$ cat src/rtl/mem_access_port.sv
// mem_access_port: MAR/MDR memory-access unit with ack handshake and timeout
module mem_access_port #(
  parameter int DATA_W  = 32,
  parameter int ADDR_W  = 9,
  parameter int TIMEOUT = 15
) (
  input  logic              clk,
  input  logic              clr,
  input  logic [DATA_W-1:0] bus_in,
  input  logic              mar_in,
  input  logic              mdr_in,
  input  logic              read_req,
  input  logic              write_req,
  output logic [DATA_W-1:0] mdr_out,
  output logic [ADDR_W-1:0] mar_out,
  output logic              busy,
  output logic              done,
  output logic              err,
  output logic [ADDR_W-1:0] mem_addr,
  output logic [DATA_W-1:0] mem_wdata,
  output logic              mem_rd,
  output logic              mem_wr,
  input  logic              mem_ack,
  input  logic [DATA_W-1:0] mem_rdata
);
  localparam int CW = $clog2(TIMEOUT + 1);
  localparam logic [CW-1:0] LAST = CW'(TIMEOUT - 1);
  typedef enum logic [1:0] {IDLE, RD, WR} state_t;
  state_t            state_q, state_d;
  logic [ADDR_W-1:0] mar_q, mar_d;
  logic [DATA_W-1:0] mdr_q, mdr_d;
  logic [CW-1:0]     cnt_q, cnt_d;
  logic              busy_q, busy_d, done_q, done_d, err_q, err_d;
  logic              rd_q, rd_d, wr_q, wr_d;
  always_comb begin
    state_d = state_q;
    mar_d   = mar_q;
    mdr_d   = mdr_q;
    cnt_d   = cnt_q;
    busy_d  = busy_q;
    done_d  = 1'b0;
    err_d   = err_q;
    rd_d    = rd_q;
    wr_d    = wr_q;
    if (state_q == IDLE) begin
      mar_d = mar_in ? bus_in[ADDR_W-1:0] : mar_q;
      mdr_d = mdr_in ? bus_in : mdr_q;
      if (read_req || write_req) begin
        state_d = read_req ? RD : WR;
        cnt_d   = '0;
        err_d   = 1'b0;
        busy_d  = 1'b1;
        rd_d    = read_req;
        wr_d    = !read_req;
      end
    end else if (mem_ack || cnt_q == LAST) begin
      // an ack in the final wait cycle still counts as success
      mdr_d   = (mem_ack && state_q == RD) ? mem_rdata : mdr_q;
      err_d   = !mem_ack;
      state_d = IDLE;
      busy_d  = 1'b0;
      rd_d    = 1'b0;
      wr_d    = 1'b0;
      done_d  = 1'b1;
    end else begin
      cnt_d = cnt_q + 1'b1;
    end
  end
  always_ff @(posedge clk or negedge clr) begin
    if (!clr) begin
      state_q <= IDLE;
      mar_q   <= '0;
      mdr_q   <= '0;
      cnt_q   <= '0;
      busy_q  <= 1'b0;
      done_q  <= 1'b0;
      err_q   <= 1'b0;
      rd_q    <= 1'b0;
      wr_q    <= 1'b0;
    end else begin
      state_q <= state_d;
      mar_q   <= mar_d;
      mdr_q   <= mdr_d;
      cnt_q   <= cnt_d;
      busy_q  <= busy_d;
      done_q  <= done_d;
      err_q   <= err_d;
      rd_q    <= rd_d;
      wr_q    <= wr_d;
    end
  end
  assign mdr_out   = mdr_q;
  assign mar_out   = mar_q;
  assign mem_addr  = mar_q;
  assign mem_wdata = mdr_q;
  assign busy      = busy_q;
  assign done      = done_q;
  assign err       = err_q;
  assign mem_rd    = rd_q;
  assign mem_wr    = wr_q;
endmodule
$ cat config.mk
export PLATFORM = sky130hd
export DESIGN_NAME = mem_access_port
export DESIGN_NICKNAME = d
export VERILOG_FILES = /design/src/rtl/mem_access_port.sv
export SDC_FILE = /design/constraint.sdc
export NUM_CORES = 1
export LEC_CHECK = 0
export CAP_MARGIN = 20
export CORE_ASPECT_RATIO = 1.5
export CORE_UTILIZATION = 34
export DETAILED_ROUTE_END_ITERATION = 10
export PLACE_DENSITY = 0.83
export SETUP_SLACK_MARGIN = 0.4
export SYNTH_ARGS = -nofsm -noshare
export SYNTH_HDL_FRONTEND = slang
export SYNTH_SLANG_ARGS = --single-unit
export TNS_END_PERCENT = 20
$ cat constraint.sdc
create_clock -name clk -period 1.5 [get_ports clk]
set_clock_uncertainty 0.15 [all_clocks]
set_input_delay 0.375 -clock clk [delete_from_list [all_inputs] [get_ports clk]]
set_output_delay 0.375 -clock clk [all_outputs]
set_load 0.005 [all_outputs]
==> metrics.md <==
| Metric | Value |
|---|---|
| Outcome | finished, violations left |
| Failing checks | negative setup slack |
| Tcrit/Tclk final | 119% |
| Die area | 0.00829 mm2 |
| Share of cells above drive strength 1 | 61.0% |
| Critical Path RT | 1.52 ns |
| Final Worst Setup Slack | -0.285 ns |
| CTS Buffer Depth | 2 |
| Worst Tran Pin Value | 0.288 ns |
| Global routing usage on met1 | 17.4% |
| Minimum clock period | 1.78 ns |
| Die width | 74.7 um |
| Core Footprint | 0.00766 mm2 |
| Fin Hold WS | 0.129 ns |
| Post-Syn Nets | 280 |
| Number of global-route vias before repair | 2181 |
| Post-synth cell types | 33 |
| HPWL Detailed | 5230 um |
| Vias per inst | 4.65 |
| Simple-gate share of the synthesized area | 3.30% |
| Cts bufs inserted | 5 |
| CTS tree | yes |
| Adder-cell share of the synthesized area | 0.929% |
| Layout area overhead | 68.6% |
| Largest family of logic cells by synthesized area | multiplexers |
| Vias | 2159 |
| Placed insts | 436 |
| Gpl congestion | 0.748 |
| RSZ-0062 raised after global routing | yes |
| GRT met2 Usage | 33.5% |
| Area of the multi-input gates | 0.00131 mm2 |
| Peak VDD IR | 1.21 mV |
| Core Util, Final | 59.3% |
| Rows | 39 |
| Ys Warns | 0 |
| Mux share of post-synthesis cell area | 31.6% |
| Register area | 0.00125 mm2 |
| Post-Route WL | 7930 um |
| Critical path arrival | 1.80 ns |
| Finish-stage setup viols | 46 |
| Nets | 434 |
| Most common cell after layout, fill and taps aside | clkdlybuf4s50_1 |
| Largest net degree at the start of global routing | 51 |
| Cell Count, Final, Fillers Out | 464 |
| Root cell of the clock tree | clkbuf_16 |
| Clk_lat worst skew | 0.28 ns |
| Die H | 111 um |
| # fillers | 664 |
| FF+latch count, synth | 50 |
| Leak | 2.17 nW |
| Gr usage total | 17.0% |
| I/O Pins | 158 |
| CP Class | flop to flop |
| DR iter-0 viols | 66 |
| Initial antenna violation count | 0 |
| DRC Markers | 0 |
| Worst setup SP type | flop |
| Fin. Hold Viols | 0 |
| Critical path peak fanout | 7 |
| Global-route wire length before repair | 10800 um |
| Worst-path clk slew | 0.07 ns |
| Busiest layer in global routing | met2 |
| Final Slew Violations | 0 |
| Crit end category | flop |
| Synth Area in XOR/XNOR | 0% |
| TritonCTS Sinks | 50 |
| Synth Area per Inst | 13.0 um2 |
| Commonest cells after routing, fill and taps aside | clkdlybuf4s50_1, buf_2, mux2_4, dfrtp_1, clkbuf_2 |
| Antenna-violating nets left | 0 |
| Synth Instances | 207 |
| Fmax | 0.560 GHz |
| Complex-gate fraction of the synthesized area | 3.30% |
| Grt total ovfl | 0 |
| Slew HR | 80.6% |
| Max Cap Viol | 0 |
| Router iterations before antenna repair | 4 |
| H-tree depth | 2 |
| Worst min-delay path category | input pin to async pin |
| P per Cell Area | 2100 mW/mm2 |
| Starting Density | 35.2% |
| Ant diodes | 0 |
| # port buffers | 157 |
| Seq/Total Area, Yosys | 46.4% |
| Syn Std Cell Area | 0.00269 mm2 |
| Grt met3 use | 2.91% |
| WL/cell | 17.1 um |
sequential cells by signal (all words and copies together) (netlist names):
register / cells
state_q: 1
mdr_out: 32
err: 1
mem_wr: 1
busy: 1
cnt_q: 4
done: 1
mar_out: 9
worst max-delay path, stage by stage (launching register included):
cell	delay (ns)
dfrtp_1	0.40
buf_6	0.13
nor2_4	0.11
buf_12	0.15
clkbuf_16	0.17
mux2_4	0.30
mux2_4	0.26
kinds of logic (layout without fill, tap and decap cells):
kind of cell / count (synthesis) / in the layout
compound gates: 12 / 12
fa+ha+maj: 2 / 2
buf+inv: 53 / 208
flops: 50 / 50
mux: 76 / 76
simple gates: 14 / 14
layout make-up:
type / count / area share [%]
repair buffers: 196 / 36.7
multi-input cells: 104 / 28.8
flip-flops and latches: 50 / 27.6
well taps: 102 / 2.81
clock buffers: 5 / 2.75
clock inverters: 3 / 0.992
inverters: 4 / 0.331
timing repair:
action / in CTS / in global routing
endpoints found under the hold margin: 50 / 0
hold buffers: 1 / 0
setup endpoints to repair: 137 / 138
pin swaps: 5 / 4
gates resized for setup: 281 / 129
gates cloned: 0 / 5
buffers inserted: 11 / 3
per-layer routing:
layer	wire length, um	part of all wire (%)	vias up
met5	0	0	-
met4	92	1.2	0
met1	2740	35	1061
met2	4610	58	102
met3	490	6.2	6
li1	-	-	990
synth_stat cells (all sizes together):
cell type	number	area (um2)
nor3	1	5.00
mux2	73	822
a21o	1	7.51
and3	1	6.26
dfrtp	50	1250
or3b	1	8.76
nand2	1	3.75
a32o	1	10.0
clkbuf	1	3.75
and2	1	6.26
o221ai	2	17.5
o21bai	1	7.51
or2	2	12.5
ha	2	25.0
mux2i	3	30.0
o211ai	1	7.51
o311ai	1	8.76
nand3	1	5.00
inv	4	15.0
buf	48	369
nand2b	2	12.5
or4	1	7.51
o21ai	3	15.0
o2bb2ai	1	8.76
o22ai	1	6.26
nor2	3	21.3
power by group:
| group | switching, W | total [W] | internal (W) |
|---|---|---|---|
| sequential | 0.000536 | 0.00257 | 0.00204 |
| combinational | 0.00204 | 0.00568 | 0.00364 |
| clock | 0.000487 | 0.00127 | 0.000786 |
path summary, 6_finish.rpt:
path / end / slack, ns / startpoint / cells after the start
worst max-delay path: mdr_out[24] / -0.28 / mem_wr / 6
worst min-delay path: mdr_out[21] / 0.13 / clr / 3
worst max register to register: mdr_out[24] / -0.28 / mem_wr / 6
worst min register to register: busy / 0.36 / busy / 1
max in group asynchronous: state_q[0] / 0.83 / clr / 3
min in group clk: busy / 0.36 / busy / 1
per-stage QoR:
step                      cell area (um2)  TNS (ns)  total power, W  worst slack [ns]
final                                4540    -10.85         0.00953            -0.285
after global routing                 4540    -12.98          0.0101            -0.324
after detailed placement             4210    -19.04         0.00775            -0.450
after global placement               4210    -18.54         0.00756            -0.424
after CTS                            4300     -9.44         0.00853            -0.282
after floorplan                      2700     -5.84         0.00525            -0.170
Power figures use the tool's default switching activity.
